--- src/rtl/mc_ctrl.sv ---
// -----------------------------------------------------------------------------
// mc_ctrl -- multi-cycle control unit for the Lab 3 datapath.
//
// Walks every instruction through IDLE/IF/ID/EXE/MEM/WB. The control outputs
// are decoded combinationally from the state register together with op, funct
// and zero. Because of this, an asynchronous reset clears every output at
// once, without waiting for a clock edge.
//
// Ports:
//   clk       in   system clock, rising edge
//   rst_n     in   asynchronous active-low reset
//   op        in   IR[31:26], held by the IR after IF
//   funct     in   IR[5:0]
//   zero      in   ALU result == 0, only looked at in EXE of beq
//   aluop     out  ALU operation code
//   pcwr      out  PC write enable
//   irwr      out  IR write enable
//   npcop     out  next-PC select: 00 PC+4, 01 branch target, 10 jump target
//   alusrcb   out  ALU B select: 0 rt, 1 extended immediate
//   extop     out  immediate extension: 0 zero-extend, 1 sign-extend
//   memwr     out  data memory write enable
//   regwr     out  register file write enable
//   regdst    out  destination register: 1 rd, 0 rt
//   memtoreg  out  write-back source: 1 memory data, 0 ALU output register
//   retire    out  pulse in the last cycle of each instruction
//   illegal   out  pulse in ID for an unsupported op/funct
//   state     out  current state, for debug
// -----------------------------------------------------------------------------
module mc_ctrl (
   input  logic       clk,
   input  logic       rst_n,
   input  logic [5:0] op,
   input  logic [5:0] funct,
   input  logic       zero,
   output logic [5:0] aluop,
   output logic       pcwr,
   output logic       irwr,
   output logic [1:0] npcop,
   output logic       alusrcb,
   output logic       extop,
   output logic       memwr,
   output logic       regwr,
   output logic       regdst,
   output logic       memtoreg,
   output logic       retire,
   output logic       illegal,
   output logic [2:0] state
);

   // ALU operation encodings, matching the codes the shared ALU decodes.
   localparam logic [5:0] ALU_ADDU = 6'd0;
   localparam logic [5:0] ALU_SUBU = 6'd1;
   localparam logic [5:0] ALU_ADD  = 6'd2;
   localparam logic [5:0] ALU_AND  = 6'd3;
   localparam logic [5:0] ALU_OR   = 6'd4;
   localparam logic [5:0] ALU_SLT  = 6'd5;
   localparam logic [5:0] ALU_LUI  = 6'd6;

   localparam logic [5:0] OP_RTYPE = 6'b000000;
   localparam logic [5:0] OP_ORI   = 6'b001101;
   localparam logic [5:0] OP_ADDIU = 6'b001001;
   localparam logic [5:0] OP_LUI   = 6'b001111;
   localparam logic [5:0] OP_LW    = 6'b100011;
   localparam logic [5:0] OP_SW    = 6'b101011;
   localparam logic [5:0] OP_BEQ   = 6'b000100;
   localparam logic [5:0] OP_J     = 6'b000010;

   localparam logic [5:0] FN_ADDU = 6'b100001;
   localparam logic [5:0] FN_SUBU = 6'b100011;
   localparam logic [5:0] FN_ADD  = 6'b100000;
   localparam logic [5:0] FN_AND  = 6'b100100;
   localparam logic [5:0] FN_OR   = 6'b100101;
   localparam logic [5:0] FN_SLT  = 6'b101010;

   typedef enum logic [2:0] {
      S_IDLE = 3'd0,
      S_IF   = 3'd1,
      S_ID   = 3'd2,
      S_EXE  = 3'd3,
      S_MEM  = 3'd4,
      S_WB   = 3'd5
   } state_t;

   state_t     state_r;
   state_t     next_state_s;
   logic [5:0] r_aluop_s;
   logic       r_ok_s;
   logic       supported_s;

   assign state = state_r;

   // Map R-type funct to an ALU operation and flag unsupported functs.
   always_comb begin
      r_aluop_s = ALU_ADDU;
      r_ok_s    = 1'b1;
      case (funct)
         FN_ADDU: r_aluop_s = ALU_ADDU;
         FN_SUBU: r_aluop_s = ALU_SUBU;
         FN_ADD:  r_aluop_s = ALU_ADD;
         FN_AND:  r_aluop_s = ALU_AND;
         FN_OR:   r_aluop_s = ALU_OR;
         FN_SLT:  r_aluop_s = ALU_SLT;
         default: begin
            r_aluop_s = ALU_ADDU;
            r_ok_s    = 1'b0;
         end
      endcase
   end

   // Decide whether the instruction in the IR is one this unit can sequence.
   always_comb begin
      supported_s = 1'b1;
      case (op)
         OP_RTYPE: supported_s = r_ok_s;
         OP_ORI, OP_ADDIU, OP_LUI, OP_LW, OP_SW, OP_BEQ, OP_J: supported_s = 1'b1;
         default:  supported_s = 1'b0;
      endcase
   end

   // State register; reset returns to IDLE without a clock.
   always_ff @(posedge clk or negedge rst_n) begin
      if (!rst_n) begin
         state_r <= S_IDLE;
      end else begin
         state_r <= next_state_s;
      end
   end

   // Next-state logic and control outputs for the current state.
   always_comb begin
      next_state_s = S_IDLE;
      aluop        = ALU_ADDU;
      pcwr         = 1'b0;
      irwr         = 1'b0;
      npcop        = 2'b00;
      alusrcb      = 1'b0;
      extop        = 1'b0;
      memwr        = 1'b0;
      regwr        = 1'b0;
      regdst       = 1'b0;
      memtoreg     = 1'b0;
      retire       = 1'b0;
      illegal      = 1'b0;
      case (state_r)
         S_IDLE: begin
            next_state_s = S_IF;
         end
         S_IF: begin
            pcwr         = 1'b1;
            irwr         = 1'b1;
            npcop        = 2'b00;
            next_state_s = S_ID;
         end
         S_ID: begin
            if (op == OP_J) begin
               pcwr         = 1'b1;
               npcop        = 2'b10;
               retire       = 1'b1;
               next_state_s = S_IF;
            end else if (!supported_s) begin
               // Retire the bad instruction with no architectural write.
               illegal      = 1'b1;
               retire       = 1'b1;
               next_state_s = S_IF;
            end else begin
               next_state_s = S_EXE;
            end
         end
         S_EXE: begin
            case (op)
               OP_RTYPE: begin
                  aluop        = r_aluop_s;
                  alusrcb      = 1'b0;
                  next_state_s = S_WB;
               end
               OP_ORI: begin
                  aluop        = ALU_OR;
                  alusrcb      = 1'b1;
                  extop        = 1'b0;
                  next_state_s = S_WB;
               end
               OP_ADDIU: begin
                  aluop        = ALU_ADDU;
                  alusrcb      = 1'b1;
                  extop        = 1'b1;
                  next_state_s = S_WB;
               end
               OP_LW, OP_SW: begin
                  aluop        = ALU_ADDU;
                  alusrcb      = 1'b1;
                  extop        = 1'b1;
                  next_state_s = S_MEM;
               end
               OP_LUI: begin
                  aluop        = ALU_LUI;
                  alusrcb      = 1'b1;
                  next_state_s = S_WB;
               end
               OP_BEQ: begin
                  // The branch resolves here; PC is loaded only when equal.
                  aluop        = ALU_SUBU;
                  alusrcb      = 1'b0;
                  npcop        = 2'b01;
                  pcwr         = zero;
                  retire       = 1'b1;
                  next_state_s = S_IF;
               end
               default: begin
                  next_state_s = S_IF;
               end
            endcase
         end
         S_MEM: begin
            if (op == OP_SW) begin
               // Hold the address path so memory sees the same effective address.
               memwr        = 1'b1;
               alusrcb      = 1'b1;
               extop        = 1'b1;
               retire       = 1'b1;
               next_state_s = S_IF;
            end else begin
               next_state_s = S_WB;
            end
         end
         S_WB: begin
            regwr        = 1'b1;
            retire       = 1'b1;
            regdst       = (op == OP_RTYPE);
            memtoreg     = (op == OP_LW);
            next_state_s = S_IF;
         end
         default: begin
            next_state_s = S_IDLE;
         end
      endcase
   end

endmodule

--- config.mk ---
export PLATFORM = sky130hd
export DESIGN_NAME = mc_ctrl
export DESIGN_NICKNAME = d
export VERILOG_FILES = /design/src/rtl/mc_ctrl.sv
export SDC_FILE = /design/constraint.sdc
export NUM_CORES = 1
export LEC_CHECK = 0
export ABC_AREA = 1
export CORE_MARGIN = 10
export CORE_UTILIZATION = 39
export CTS_CLUSTER_DIAMETER = 120
export CTS_CLUSTER_SIZE = 10
export DETAILED_ROUTE_END_ITERATION = 8
export PLACE_DENSITY = 0.87
export SLEW_MARGIN = 5
export SYNTH_ARGS = -nofsm -noshare
export SYNTH_HDL_FRONTEND = slang
export SYNTH_SLANG_ARGS = --single-unit
--- constraint.sdc ---
create_clock -name clk -period 2 [get_ports clk]
set_clock_uncertainty 0.1 [all_clocks]
set_input_delay 0.4 -clock clk [delete_from_list [all_inputs] [get_ports clk]]
set_output_delay 0.4 -clock clk [all_outputs]
set_load 0.02 [all_outputs]
==> impl_metrics.json, run 1 <==
{
  "synth_cell_type_count": 23,
  "io_pins": 36,
  "root_buffer": "clkbuf_4",
  "lastStage": "5_1_grt",
  "row_count": 13,
  "status": "did not finish",
  "placed_cells": 182,
  "yosysWarnings": 0,
  "place_congestion": 0.845,
  "hold_buffers": 0,
  "grt_start_max_net_pins": 7,
  "netlist_instances": 108,
  "synthTopCellsByArea": "nand2_1, nor2_1, dfrtp_1",
  "avgSynthCellArea_um2": 5.38,
  "syn_area_um2": 581,
  "die-height_um": 58.6,
  "htree_levels": 1,
  "ys_seq_area_frac": 0.129,
  "synth_top_area_cell": "nand2_1",
  "start_util": 0.430,
  "die_w_um": 58.6,
  "hpwl_mm": 2.12,
  "cts.path.max_buffers": 2,
  "cts_sinks": 3,
  "yosysTopAreaCellShare": 0.155,
  "dp_slack_ns": -0.857,
  "error": "[ERROR DPL-0038] Utilization greater than 100%, impossible to legalize",
  "synth-seq-cells": 3,
  "numCtsBuffers": 3,
  "io_buffer_count": 32,
  "worst-ep-kind": "output port",
  "postGrtWorstEndpoint": "retire"
}
## cells in the mapped netlist
cell type and instances:
a21oi_1 4, a21oi_2 1, a31oi_1 1, buf_4 3
conb_1 1, dfrtp_1 3, ha_1 2, inv_1 20
nand2_1 24, nand2_2 1, nand2_4 1, nand3_1 11
nand3_2 1, nand4_1 2, nor2_1 22, nor2_2 2
nor2_4 1, nor3_1 2, nor3_2 1, nor4_1 2
o21a_1 1, o21ai_0 1, o21bai_1 1
## through the flow
step,util,instance area [µm²]
floorplan,-,608
global placement,0.841,1130
detailed placement,0.841,1130
CTS,0.885,1190
## logic make-up after synthesis
| logic type | Yosys count | synth area share |
|---|---|---|
| AND/OR/NAND/NOR | 70 | 0.558 |
| flip-flops | 3 | 0.129 |
| adder cells (fa/ha/maj) | 2 | 0.0431 |
| AO/OA/AOI/OAI | 9 | 0.0948 |
| other | 1 | 0.00646 |
| buffers and inverters | 23 | 0.168 |
## timing repair
| action | in CTS |
|---|---|
| resized for setup | 107 |
| pin swaps | 17 |
| setup endpoints to repair | 15 |
| cloned | 0 |
| setup buffers | 3 |
==> inputs of run 2 (changes only) <==
Settings changed: CORE_AREA set to 10 10 71 73, CORE_MARGIN 10 to unset, CORE_UTILIZATION 39 to unset, CTS_CLUSTER_DIAMETER 120 to unset, CTS_CLUSTER_SIZE 10 to unset, DIE_AREA set to 0 0 81 83, PLACE_DENSITY 0.87 to unset, PLACE_DENSITY_LB_ADDON set to 0.15.
==> impl_metrics.json, run 2 <==
{
  "fmax_ghz": 0.512,
  "start_util": 0.160,
  "avgSynthCellArea_um2": 5.38,
  "slew_viol_final": 0,
  "syn_area_um2": 581,
  "io_buffer_count": 32,
  "synth_most_common_cell": "nand2_1",
  "synth_cell_type_count": 23,
  "required_ns": 1.50,
  "netlist_instances": 108,
  "dp_slack_ns": -0.839,
  "area_delta_synth_final_pct": 134,
  "ys_seq_area_frac": 0.129,
  "layout.nets": 203,
  "wl_per_cell_um": 11.4,
  "cp_max_fo": 3,
  "drt_pass1_iterations": 3,
  "place_congestion": 0.764,
  "synth_top_family_by_area": "simple AND/OR/NAND/NOR gates",
  "synth_edf_count": 0,
  "htree_levels": 1,
  "setup_viol": 0,
  "synth_top_flop_cell": "dfrtp_1",
  "clkTransAtPathRegs_ns": 0.03,
  "num_vias": 943,
  "root_buffer": "clkbuf_8",
  "insertion_delay_ns": 0.22,
  "ff2ff_setup_slack_ns": 0.67,
  "drive_gt1_frac": 0.611,
  "numCtsBuffers": 3,
  "worstSetupEndpointType": "output port",
  "startpoint_type": "input port",
  "path_class": "input port to output port",
  "antenna_found_initial": 0,
  "grt_pass1_wl_mm": 4.29,
  "routed_wl_mm": 2.66,
  "setup_ws_ns": 0.0464,
  "io_pins": 36,
  "p_leak_nw": 0.708,
  "peakVddDrop_mv": 0.417,
  "antenna_cells": 0,
  "power_density_nw_per_um2": 708,
  "combPwrFrac": 0.709,
  "clockPowerShare": 0.183,
  "yosysTopAreaCellShare": 0.155,
  "grtUsageTotal": 0.0748,
  "row_count": 22,
  "synth_xor_area_frac": 0,
  "synth_top_area_cell": "nand2_1",
  "ant_nets": 0,
  "grt_pass1_vias": 1004,
  "synth_commonest_cells": "nand2_1, nor2_1, inv_1",
  "grt_start_max_net_pins": 6,
  "synth_simple_gate_area_frac": 0.558,
  "swShare": 0.426,
  "power.switching_mw": 0.409,
  "viasPerCell": 4.05,
  "fin_crit_sh": 0.977,
  "grt-ovfl-total": 0,
  "synth_mux_area_frac": 0,
  "cts_sinks": 3,
  "synth_fa_ha_area_frac": 0.0431,
  "rsz0062_at_grt": "yes",
  "drc_errors": 0,
  "cp.arrival_ns": 1.45,
  "synth-seq-cells": 3,
  "cap_violations": 0,
  "die-height_um": 83,
  "largest_reg_flops": 3,
  "cts_tree": "done",
  "core_um2": 3630,
  "holdCritPathClass": "input port to async pin",
  "synth-compound-area-share": 0.0948,
  "drtIter0Drc": 24,
  "finalHoldViolCount": 0,
  "final_common_cell": "buf_4",
  "cts.path.max_buffers": 2,
  "placed_cells": 219,
  "hpwl_mm": 2.12,
  "tns_ns": 0,
  "status": "complete, no violations",
  "dieArea_um2": 6720,
  "async_flop_share": 1.00,
  "fillers": 411,
  "min_period_ns": 1.95,
  "synthTopCellsByArea": "nand2_1, nor2_1, dfrtp_1",
  "power.internal_mw": 0.551,
  "final_cell_mix": "buf_4, nand2_1, inv_1, nor2_1, buf_2",
  "final_cells": 233,
  "die_w_um": 81,
  "seqPwrFrac": 0.108,
  "yosysWarnings": 0
}
-- run 2: cell counts after synthesis --
No cell type changed its count.
-- run 2: routing by layer --
layer / up-vias / GRT usage / part of all wire / wire length, µm
met3: 2 / 0.0377 / 0.10 / 266
met2: 28 / 0.120 / 0.48 / 1280
met5: - / 0 / 0 / 0
met4: 0 / 0.0235 / 0.0083 / 22
li1: 487 / - / - / -
met1: 426 / 0.0833 / 0.41 / 1090
-- run 2: worst paths after layout --
kind	cells past startpoint	to	start
min in group clk	2	state[1]$_DFF_PN0_	state[1]$_DFF_PN0_
worst max-delay path	11	retire	op[5]
worst min register to register	2	state[1]$_DFF_PN0_	state[1]$_DFF_PN0_
worst max register to register	8	state[1]$_DFF_PN0_	state[2]$_DFF_PN0_
worst min-delay path	1	state[1]$_DFF_PN0_	rst_n
max in group asynchronous	1	state[0]$_DFF_PN0_	rst_n
-- run 2: layout make-up --
cell class                      instances  area, µm²  share of cell area
Clock buffer                            4       45.0              0.0332
Timing Repair Buffer                   74        537               0.396
Sequential cell                         3       75.1              0.0554
Tap cell                               48       60.1              0.0443
Multi-Input combinational cell         84        564               0.416
Inverter                               20       75.1              0.0554
-- run 2: critical path, stage by stage --
cell and delay [ns]:
buf_2 0.13, nor2_4 0.05, buf_4 0.13, nand2_2 0.08, nand3_2 0.09, nor2_2 0.12, nand2_2 0.07, nand2_1 0.06
nand2_1 0.06, a21oi_2 0.13, buf_6 0.13
-- run 2: kinds of logic (layout without fill, tap and decap cells) --
logic type | after synthesis | count (layout)
compound gates | 9 | 9
fa+ha+maj | 2 | 2
flops | 3 | 3
other cells | 1 | 3
buf+inv | 23 | 98
simple gates | 70 | 70
-- run 2: per-stage QoR --
stage	util	cell area (µm²)	power [mW]	hold WS, ns
after floorplan	-	608	0.365	0.00441
after global placement	0.332	1210	0.744	0.487
after detailed placement	0.332	1210	0.742	0.491
after CTS	0.359	1310	0.920	0.261
after global routing	0.373	1360	1.04	0.270
final	0.373	1360	0.960	0.263
-- run 2: repair_timing --
item                                    in CTS  in global routing
endpoints found under the setup margin      15                 12
gates resized for setup                    111                 41
pin swaps                                   17                 24
buffers inserted                             6                  5
hold buffers                                 0                  0
-- run 2: power by group through the flow --
stage | logic (mW) | registers (mW) | clock network, mW
floorplan | 0.229 | 0.136 | 0
global placement | 0.642 | 0.101 | 0
detailed placement | 0.641 | 0.101 | 0
CTS | 0.635 | 0.103 | 0.182
global route | 0.745 | 0.104 | 0.190
finish | 0.681 | 0.103 | 0.176
Power figures use the tool's default switching activity.
==> inputs of run 3 (changes only) <==
Settings changed: SLEW_MARGIN 5 to 20.
==> results of run 3 <==
The final DEF is identical to that of run 2; final timing and power are the same.
